--- config.mk ---
export PLATFORM = sky130hd
export DESIGN_NAME = bb_sequencer
export DESIGN_NICKNAME = d
export VERILOG_FILES = /design/src/rtl/bb_sequencer_pkg.sv /design/src/rtl/bb_instr_decode.sv /design/src/rtl/bb_sequencer.sv
export SDC_FILE = /design/constraint.sdc
export NUM_CORES = 1
export LEC_CHECK = 0
export CORE_ASPECT_RATIO = 0.5
export CORE_UTILIZATION = 25
export DETAILED_ROUTE_END_ITERATION = 16
export PLACE_DENSITY = 0.49
export RECOVER_POWER = 100
export SETUP_SLACK_MARGIN = 0.2
export SYNTH_ARGS = -nofsm -noshare
export SYNTH_HDL_FRONTEND = slang
export SYNTH_SLANG_ARGS = --single-unit
export TNS_END_PERCENT = 20
--- constraint.sdc ---
create_clock -name clk -period 4.8 [get_ports clk]
set_input_delay 0.96 -clock clk [delete_from_list [all_inputs] [get_ports clk]]
set_output_delay 0.96 -clock clk [all_outputs]
set_load 0.05 [all_outputs]
--- src/rtl/bb_sequencer_pkg.sv ---
// bb_sequencer_pkg
//   Shared definitions for the bus sequencer: unit-enable bit indices,
//   opcode constants, fault codes, FSM state encoding and a one-hot helper.
//   No ports (package).
package bb_sequencer_pkg;

  localparam int NUM_UNITS = 16;

  // Bit positions in the ien/oen buses
  localparam logic [3:0] INDEX_EN_NULL     = 4'd0;
  localparam logic [3:0] INDEX_EN_IR       = 4'd1;
  localparam logic [3:0] INDEX_EN_PC       = 4'd2;
  localparam logic [3:0] INDEX_EN_AR       = 4'd3;
  localparam logic [3:0] INDEX_EN_DR0      = 4'd4;
  localparam logic [3:0] INDEX_EN_DR1      = 4'd5;
  localparam logic [3:0] INDEX_EN_CR       = 4'd6;
  localparam logic [3:0] INDEX_EN_DR2      = 4'd7;
  localparam logic [3:0] INDEX_EN_SKIN_PC  = 4'd12;
  localparam logic [3:0] INDEX_EN_SKIN_AR  = 4'd13;
  localparam logic [3:0] INDEX_EN_SKIN_AUX = 4'd14;
  localparam logic [3:0] INDEX_EN_RSVD     = 4'd15;

  localparam logic [7:0] OP_MOVE = 8'h00;
  localparam logic [7:0] OP_HALT = 8'hFF;

  typedef enum logic [1:0] {
    FAULT_NONE    = 2'b00,
    FAULT_ILLEGAL = 2'b01,
    FAULT_TIMEOUT = 2'b10
  } fault_e;

  typedef enum logic [2:0] {
    ST_IDLE,
    ST_FETCH,
    ST_DECODE,
    ST_EXEC,
    ST_MEM_WAIT,
    ST_HALT
  } state_e;

  function automatic logic [NUM_UNITS-1:0] unit_onehot(input logic [3:0] code);
    unit_onehot = {{(NUM_UNITS-1){1'b0}}, 1'b1} << code;
  endfunction

endpackage

--- src/rtl/bb_instr_decode.sv ---
// bb_instr_decode
//   Combinational decode of the IR word into the sequencer's control view.
//   Ports:
//     instruction  in   16  IR value ([15:8] opcode, [7:4] src, [3:0] dst)
//     is_halt      out   1  HALT opcode
//     illegal      out   1  unknown opcode or illegal MOVE operand pair
//     needs_mem    out   1  src or dst is a skin-memory unit (12..14)
//     is_write     out   1  dst is a skin write port (13/14)
//     addr_sel     out   1  address comes from AR (src or dst is 13)
//     src, dst     out   4  unit codes
module bb_instr_decode
  import bb_sequencer_pkg::*;
(
  input  logic [15:0] instruction,
  output logic        is_halt,
  output logic        illegal,
  output logic        needs_mem,
  output logic        is_write,
  output logic        addr_sel,
  output logic [3:0]  src,
  output logic [3:0]  dst
);

  logic [7:0] opcode;
  logic       src_ok;
  logic       dst_ok;
  logic       pair_ok;

  function automatic logic is_skin(input logic [3:0] code);
    is_skin = (code == INDEX_EN_SKIN_PC) || (code == INDEX_EN_SKIN_AR) ||
              (code == INDEX_EN_SKIN_AUX);
  endfunction

  assign opcode = instruction[15:8];
  assign src    = instruction[7:4];
  assign dst    = instruction[3:0];

  assign src_ok = (src != INDEX_EN_NULL) && (src != INDEX_EN_RSVD);
  // Skin-at-PC is read-only as a destination: it is the fetch port.
  assign dst_ok = (dst != INDEX_EN_NULL) && (dst != INDEX_EN_RSVD) &&
                  (dst != INDEX_EN_SKIN_PC);
  // DR0->DR0 is the increment idiom; CR->PC (branch) already has src != dst.
  assign pair_ok = (src != dst) || (src == INDEX_EN_DR0);

  assign is_halt   = (opcode == OP_HALT);
  assign illegal   = !is_halt && !((opcode == OP_MOVE) && src_ok && dst_ok && pair_ok);
  assign needs_mem = is_skin(src) || is_skin(dst);
  assign is_write  = (dst == INDEX_EN_SKIN_AR) || (dst == INDEX_EN_SKIN_AUX);
  assign addr_sel  = (src == INDEX_EN_SKIN_AR) || (dst == INDEX_EN_SKIN_AR);

endmodule

--- src/rtl/bb_sequencer.sv ---
// bb_sequencer
//   Control FSM driving the one-hot unit-enable buses of the core. Fetches
//   each instruction from skin memory into IR, decodes it and issues exactly
//   one bus transfer, with memory handshake, HALT, illegal-op and timeout.
//   Ports:
//     clk, rst_n       clock, synchronous active-low reset
//     i_start          leave IDLE/HALT and start fetching
//     i_instruction    current IR value
//     i_mem_ack        skin memory ack pulse
//     o_unit_ien/oen   destination/source enables (bit = unit code)
//     o_mem_req        memory request, held until ack
//     o_mem_addr_sel   0 = PC, 1 = AR
//     o_mem_we         request is a write
//     o_halted         FSM is in HALT
//     o_fault          00 none, 01 illegal, 10 timeout (sticky until start)
module bb_sequencer
  import bb_sequencer_pkg::*;
#(
  parameter int DATA_WIDTH = 16,
  parameter int TIMEOUT    = 255
) (
  input  logic                  clk,
  input  logic                  rst_n,
  input  logic                  i_start,
  input  logic [DATA_WIDTH-1:0] i_instruction,
  input  logic                  i_mem_ack,
  output logic [15:0]           o_unit_ien,
  output logic [15:0]           o_unit_oen,
  output logic                  o_mem_req,
  output logic                  o_mem_addr_sel,
  output logic                  o_mem_we,
  output logic                  o_halted,
  output logic [1:0]            o_fault
);

  localparam int CNT_W = $clog2(TIMEOUT + 1);
  localparam logic [CNT_W-1:0] CNT_LAST = CNT_W'(TIMEOUT - 1);

  state_e           state;
  logic [CNT_W-1:0] wait_cnt;
  logic [3:0]       xfer_src;
  logic [3:0]       xfer_dst;

  logic       dec_is_halt;
  logic       dec_illegal;
  logic       dec_needs_mem;
  logic       dec_is_write;
  logic       dec_addr_sel;
  logic [3:0] dec_src;
  logic [3:0] dec_dst;

  bb_instr_decode u_decode (
    .instruction (i_instruction[15:0]),
    .is_halt     (dec_is_halt),
    .illegal     (dec_illegal),
    .needs_mem   (dec_needs_mem),
    .is_write    (dec_is_write),
    .addr_sel    (dec_addr_sel),
    .src         (dec_src),
    .dst         (dec_dst)
  );

  always_ff @(posedge clk) begin
    if (!rst_n) begin
      state          <= ST_IDLE;
      wait_cnt       <= '0;
      o_mem_req      <= 1'b0;
      o_mem_addr_sel <= 1'b0;
      o_mem_we       <= 1'b0;
      o_halted       <= 1'b0;
      o_fault        <= FAULT_NONE;
    end else begin
      case (state)
        ST_IDLE, ST_HALT: begin
          if (i_start) begin
            state          <= ST_FETCH;
            wait_cnt       <= '0;
            o_mem_req      <= 1'b1;
            o_mem_addr_sel <= 1'b0;
            o_mem_we       <= 1'b0;
            o_halted       <= 1'b0;
            o_fault        <= FAULT_NONE;
          end
        end
        ST_FETCH, ST_MEM_WAIT: begin
          if (i_mem_ack) begin
            o_mem_addr_sel <= 1'b0;
            o_mem_we       <= 1'b0;
            wait_cnt       <= '0;
            if (state == ST_FETCH) begin
              state     <= ST_DECODE;
              o_mem_req <= 1'b0;
            end else begin
              // Transfer done: go straight back to fetching the next word.
              state     <= ST_FETCH;
              o_mem_req <= 1'b1;
            end
          end else if (wait_cnt == CNT_LAST) begin
            state          <= ST_HALT;
            o_mem_req      <= 1'b0;
            o_mem_addr_sel <= 1'b0;
            o_mem_we       <= 1'b0;
            o_halted       <= 1'b1;
            o_fault        <= FAULT_TIMEOUT;
          end else begin
            wait_cnt <= wait_cnt + 1'b1;
          end
        end
        ST_DECODE: begin
          if (dec_is_halt || dec_illegal) begin
            state    <= ST_HALT;
            o_halted <= 1'b1;
            if (dec_illegal) o_fault <= FAULT_ILLEGAL;
          end else if (dec_needs_mem) begin
            state          <= ST_MEM_WAIT;
            wait_cnt       <= '0;
            o_mem_req      <= 1'b1;
            o_mem_addr_sel <= dec_addr_sel;
            o_mem_we       <= dec_is_write;
          end else begin
            state <= ST_EXEC;
          end
        end
        ST_EXEC: begin
          state          <= ST_FETCH;
          wait_cnt       <= '0;
          o_mem_req      <= 1'b1;
          o_mem_addr_sel <= 1'b0;
          o_mem_we       <= 1'b0;
        end
        default: state <= ST_IDLE;
      endcase
    end
  end

  // Operand codes captured at DECODE; only consumed in EXEC/MEM_WAIT.
  always_ff @(posedge clk) begin
    if (state == ST_DECODE) begin
      xfer_src <= dec_src;
      xfer_dst <= dec_dst;
    end
  end

  // Enables follow the ack combinationally so a zero-wait memory completes
  // in the same cycle the request rises.
  always_comb begin
    o_unit_ien = '0;
    o_unit_oen = '0;
    case (state)
      ST_FETCH: begin
        if (i_mem_ack) begin
          o_unit_ien = unit_onehot(INDEX_EN_IR);
          o_unit_oen = unit_onehot(INDEX_EN_SKIN_PC);
        end
      end
      ST_EXEC: begin
        o_unit_ien = unit_onehot(xfer_dst);
        o_unit_oen = unit_onehot(xfer_src);
      end
      ST_MEM_WAIT: begin
        if (i_mem_ack) begin
          o_unit_ien = unit_onehot(xfer_dst);
          o_unit_oen = unit_onehot(xfer_src);
        end
      end
      default: ;
    endcase
  end

endmodule

==> flow_summary.yaml, run 1 <==
status:
  run_status: "finished, final reports clean"
cts:
  clockRootBuffer: "clkbuf_16"
  cts.htree.levels: 1
  cts_tree: "built"
  clk-insertion-delay-late_ns: 0.26
  cts.path.max_buffers: 2
  cts_post_setup_buffers_inserted: 0
  tritoncts_num_sinks: 25
  postCtsHoldBufs: 0
  tritoncts.num_buffers: 3
  clk_transition_reported_paths_ns: 0.07
  postCtsResizedCells: 0
synth:
  number_of_enable_type_register_cells_in_the_synthesized_netlist: 8
  post_synth_num_cell_types: 49
  ys_async_sr_fraction_pct: 0
  yosysSeqAreaShare_pct: 34.07
  ys_ff_latch: 25
  mappedNetlistNets: 240
  syn_area_cell_um2: 7.817
  mappedNetlistArea_um2: 1704
  synthFlopType: "dfxtp_1"
  yosys_warnings: 0
  netlist_instances: 218
placed_design:
  pre_cts_setup_slack_ns: 0.4588
  io_buffer_count: 57
  numPlacedInstances: 355
  post-dp-hpwl_mm: 3.883
  place_congestion: 0.8086
die:
  io-pin-count: 58
  die_area_um2: 7171
  core_region_area_um2: 6331
  floorplan.initialDensity_pct: 26.92
  row_count: 20
  die_width_um: 118.8
  floorplan.die.height_um: 60.38
worst_setup_path:
  critical_path.max_fanout: 6
  critical_path.startpoint_type: "input port"
  worstSetupEndpointType: "output pin"
  critical_path_required_ns: 3.84
  critical_path_arrival_ns: 3.43
  path_class: "input port to output pin"
power_and_ir_drop:
  share_seq_of_total_power_pct: 42.8
  sw_frac_of_total_pct: 30.40
  power_leakage_nw: 0.9035
  irDropWorstVdd_mv: 0.1141
  power_report.internal_total_mw: 0.3920
  power_mw: 0.5632
  power.clock.fraction_pct: 33.2
  power.density_cell_area_nw_per_um2: 234.0
  power.net_switching_mw: 0.1712
  p_comb_share_pct: 24.1
routing:
  drc_errors: 0
  dr.first_iter.drc_count: 74
  route.detailed.vias_per_inst: 5.022
  antenna_left: 0
  dr_total_vias: 1803
  routed_wire_length_per_instance_um: 13.60
  drt-pass1-iter-count: 4
  routed_wl_mm: 4.881
grt:
  groute.usage.overall_pct: 14.05
  grt_antenna_before_repair: 0
  grt_util_met3_pct: 2.914
  use_met1_pct: 18.77
  grt-busiest-layer: "met2"
  global_route.usage.met2_pct: 24.23
  grt_first_pass_wirelength_mm: 8.004
  grt_max_degree: 21
  grt.overflow.total: 0
  vias_in_the_first_global_route: 1644
job:
  drv.max_cap_violation_count: 0
sta:
  finalWorstPathRequiredPeriod_ns: 4.393
  min_period_over_period_pct: 91.52
  fmax_mhz: 227.6
  rsz0062_at_grt: "false"
  clock_skew_ns: 0.006099
  post-route-worst-setup-slack_ns: 0.4071
  timing.final.hold_violations: 0
  worst_slew_margin_rel_pct: 27.69
  report.final.setup_viol: 0
  final_max_slew_viol_count: 0
  setup-tns-final_ns: 0
  tightestPinTransition_ns: 1.078
layout:
  area_growth_syn_to_layout_pct: 41.26
  drive_gt1_share_pct: 1.845
  fillCellCount: 646
  antennaDiodeCount: 0
  fin_cells: 359
  layout_nets: 294
hold_path:
  min-delay-path-class: "flop to flop"
==> metal layers <==
| metal | up-vias | share of wire (%) |
|---|---|---|
| met5 | - | 0 |
| met4 | 0 | 0 |
| met3 | 0 | 4.9 |
| met2 | 52 | 44 |
| met1 | 828 | 51 |
| li1 | 923 | - |
==> kinds of logic (layout without fill, tap and decap cells) <==
family / Yosys count / count (layout) / share of synthesized area (%)
buffers and inverters: 13 / 66 / 3.084
AOI/OAI and AO/OA: 49 / 49 / 21.44
DFF: 25 / 25 / 34.07
adders and majority gates: 2 / 2 / 1.468
muxes: 1 / 1 / 0.5874
and+or+nand+nor: 121 / 121 / 35.32
xor gates and xnor gates: 7 / 7 / 4.038
==> worst max-delay path, stage by stage <==
cell	delay (ns)
clkdlybuf4s50_1	0.58
nor2b_1	0.24
a22oi_1	0.16
or3_1	0.43
nor3_1	0.17
dlygate4sd3_1	0.90
==> metrics by stage <==
step                      utilization [%]  cell area [um^2]  hold WS, ns
after global placement              37.13              2351       0.4715
after floorplan                         -              1704       0.4449
after global routing                38.02              2407       0.4889
final                               38.02              2407       0.4671
after CTS                           38.38              2430       0.4717
after detailed placement            37.13              2351       0.4626
==> power groups by stage <==
stage          registers [mW]  logic (mW)  clock network [mW]
2_1_floorplan           0.246      0.0899                   0
3_3_place_gp            0.246       0.142                   0
3_5_place_dp            0.246       0.143                   0
4_1_cts                 0.241       0.143               0.189
5_1_grt                 0.243       0.149               0.197
6_report                0.241       0.136               0.187
==> final cells by class <==
type,instances,area (um^2),share of cell area [%]
clock buffer,4,78.83,3.274
inverter,5,18.77,0.7796
multi-input combinational,180,1049,43.56
sequential,25,580.6,24.12
tap,88,110.1,4.574
timing repair buffer,57,570.5,23.70
==> final timing paths <==
path | from | to | slack [ns] | cells after the start
max | i_mem_ack | o_unit_ien[0] | 0.41 | 6
min | o_mem_addr_sel | o_mem_addr_sel | 0.47 | 2
max reg2reg | state[1] | wait_cnt[5] | 2.40 | 4
min reg2reg | o_mem_addr_sel | o_mem_addr_sel | 0.47 | 2
==> Yosys cell counts, types with 5 or more instances <==
| cell | count | area (um^2) |
|---|---|---|
| o21ai_0 | 9 | 45.04 |
| edfxtp_1 | 8 | 240.2 |
| a21oi_1 | 7 | 35.03 |
| inv_1 | 5 | 18.77 |
| dfxtp_1 | 17 | 340.3 |
| nor3_1 | 11 | 55.05 |
| clkbuf_1 | 5 | 18.77 |
| nand3_1 | 10 | 50.05 |
| nand4_1 | 7 | 43.79 |
| nor2_1 | 36 | 135.1 |
| nand2b_1 | 7 | 43.79 |
| a31oi_1 | 6 | 37.54 |
| or3_1 | 5 | 31.28 |
| xor2_1 | 6 | 52.55 |
| nand2_1 | 23 | 86.33 |
| nor2b_1 | 6 | 37.54 |
==> layout by cell type, fill, tap and decap left out, types with 8 or more instances in the layout <==
cell             instances
dfxtp_1                 17
dlygate4sd3_1           46
nand2_1                 23
nor3_1                  11
o21ai_0                 10
clkdlybuf4s50_1         11
nand3_1                 10
nor2_1                  36
edfxtp_1                 8
==> state kept, by name (all words and copies together) (netlist names) <==
signal	cells
o_fault	2
o_halted	1
o_mem_addr_sel	1
o_mem_req	1
o_mem_we	1
state	3
wait_cnt	8
xfer_dst	4
xfer_src	4
Power figures use the tool's default switching activity.
==> run 2, diff against run 1 <==
--- a/config.mk
+++ b/config.mk
@@ -6,9 +6,10 @@
 export NUM_CORES = 1
 export LEC_CHECK = 0
 export CORE_ASPECT_RATIO = 0.5
-export CORE_UTILIZATION = 25
+export CORE_UTILIZATION = 37
 export DETAILED_ROUTE_END_ITERATION = 16
-export PLACE_DENSITY = 0.49
+export GPL_ROUTABILITY_DRIVEN = 1
+export PLACE_DENSITY = 0.67
 export RECOVER_POWER = 100
 export SETUP_SLACK_MARGIN = 0.2
 export SYNTH_ARGS = -nofsm -noshare
==> run 2 against run 1 <==
Effect of this change:
- the run now ends with DRC left
- total power shrank 11%
- clock skew shrank 0.0024 ns
- flip-flop and latch count is the same
- global-route usage grew 5.4 points
- cell area shrank 3.0%
- first-iteration DRC count grew 62%
- core utilization grew 15 points
- register-to-register slack gained 0.02 ns
- largest cell class unchanged
==> flow_summary.yaml, run 2 (synthesis gave the netlist of run 1 again) <==
worst_setup_path:
  critical_path_required_ns: 3.84
  worstSetupEndpointType: "output pin"
  cpPeakStageDelay_ns: 0.90
  rr_endpoint: "wait_cnt[5]"
  worst_setup_path_startpoint: "i_mem_ack"
  critical_path.startpoint_type: "input port"
  critical_path.max_fanout: 6
  rr_worst_depth: 4
  critical_path_arrival_ns: 3.40
  crit-reg2reg-launch: "state[1]"
  rrSetupSlack_ns: 2.42
  crit_path_cell_trace: "clkdlybuf4s50_1 -> nor2b_1 -> a22oi_1 -> or3_1 -> nor3_1 -> dlygate4sd3_1"
  path_class: "input port to output pin"
  timing.critical_path.slowest_stage_cell: "dlygate4sd3_1"
placed_design:
  place_congestion: 0.7958
  io_buffer_count: 57
  post-dp-hpwl_mm: 3.572
  pre_cts_setup_slack_ns: 0.4936
  numPlacedInstances: 324
hold_path:
  min_to: "o_mem_addr_sel"
  min-delay-path-class: "flop to flop"
  worst_hold_startpoint: "o_mem_addr_sel"
  hold_path_depth: 2
power_and_ir_drop:
  irDropWorstVdd_mv: 0.08938
  power_leakage_nw: 0.8881
  power.density_cell_area_nw_per_um2: 214.6
layout:
  final_cell_mix: "dlygate4sd3_1 (46), nor2_1 (36), nand2_1 (23)"
  area_growth_syn_to_layout_pct: 37.00
  fillCellCount: 417
  final_core_utilization_pct: 53.03
  regs_by_ff_count: "wait_cnt: 8 flops, xfer_dst: 4 flops, xfer_src: 4 flops"
  fin_cells: 328
  registers.top_by_ff_count: "wait_cnt"
  multi_input_combinational_cell_area_um2: 1049
  layout.cells.most_common: "dlygate4sd3_1"
  layout.area.seq_um2: 580.6
  layout_nets: 294
  largest_register_ffs: 8
  antennaDiodeCount: 0
  drive_gt1_share_pct: 1.845
routing:
  dr.first_iter.drc_count: 120
  drt-pass1-iter-count: 11
  route.detailed.vias_per_inst: 5.634
  dr_total_vias: 1848
  antenna_left: 0
  routed_wl_mm: 4.598
  routed_wire_length_per_instance_um: 14.02
  drc_errors: 8
job:
  drv.max_cap_violation_count: 0
status:
  run_status: "complete, but fails checks"
  violations: "DRC"
sta:
  timing.final.hold_violations: 0
  rsz0062_at_grt: "false"
  report.final.setup_viol: 0
  final_max_slew_viol_count: 0
  tightestPinTransition_ns: 0.9919
  worst_hold_check_slack_ns: 0.4756
  worst_slew_margin_rel_pct: 33.48
  post-route-worst-setup-slack_ns: 0.4434
  min_period_over_period_pct: 90.76
  fmax_mhz: 229.5
  setup-tns-final_ns: 0
  finalWorstPathRequiredPeriod_ns: 4.357
  clock_skew_ns: 0.003662
cts:
  cts.htree.levels: 1
  postCtsResizedCells: 0
  postCtsHoldBufs: 0
  cts.path.max_buffers: 2
  clockRootBuffer: "clkbuf_8"
  cts_tree: "built"
  clk-insertion-delay-late_ns: 0.27
  tritoncts_num_sinks: 25
  clk_transition_reported_paths_ns: 0.08
  tritoncts.num_buffers: 3
  cts_post_setup_buffers_inserted: 0
die:
  core_region_area_um2: 4403
  die_area_um2: 4898
  row_count: 17
  floorplan.die.height_um: 49.99
  io-pin-count: 58
  floorplan.initialDensity_pct: 38.70
  die_width_um: 97.98
grt:
  grt.overflow.total: 0
  grt_antenna_before_repair: 0
  grt_max_degree: 21
  grt_first_pass_wirelength_mm: 7.824
  groute.usage.overall_pct: 19.49
  vias_in_the_first_global_route: 1672
-- run 2: cell types whose count changed in the layout (fill, tap and decap cells not counted) --
cell	delta
clkbuf_8	+3
clkbuf_16	-3
-- run 2: critical path, delay by kind of cell --
kind	cells	cell delay, ns
buffers and inverters	2	1.47
AND/OR/NAND/NOR	3	0.80
AO/OA/AOI/OAI	1	0.16
-- run 2: per-layer routing --
metal	GRT usage (%)	wire (um)	vias up
met5	0	0	-
met4	2.273	7	0
met3	4.397	326	2
met2	33.69	2041	66
met1	25.67	2222	860
li1	-	-	920
-- run 2: power by group --
group	total [mW]	internal, mW	switching [mW]
combinational	0.135	0.0512	0.0842
clock	0.125	0.0594	0.0656
sequential	0.241	0.227	0.0136
total	0.501	0.338	0.163
-- run 2: worst max-delay path by stage --
stage	to	slack (ns)	cells past startpoint
2_1_floorplan	o_unit_ien[0]	1.15	4
3_3_place_gp	o_unit_ien[0]	0.53	6
3_5_place_dp	o_unit_oen[0]	0.49	6
4_1_cts	o_unit_oen[0]	0.49	6
5_1_grt	o_unit_ien[0]	0.32	6
6_report	o_unit_oen[0]	0.44	6
-- run 2: layout make-up --
class	instances	share of cell area, %
Sequential cell	25	24.87
Clock buffer	4	1.929
Timing Repair Buffer	57	24.44
Tap cell	57	3.055
Inverter	5	0.8039
Multi-Input combinational cell	180	44.91
-- run 2: stage by stage --
stage,power (mW),instance area (um^2)
after CTS,0.5099,2357
after detailed placement,0.3861,2312
final,0.5010,2335
after global placement,0.3841,2312
after floorplan,0.3360,1704
after global routing,0.5235,2335
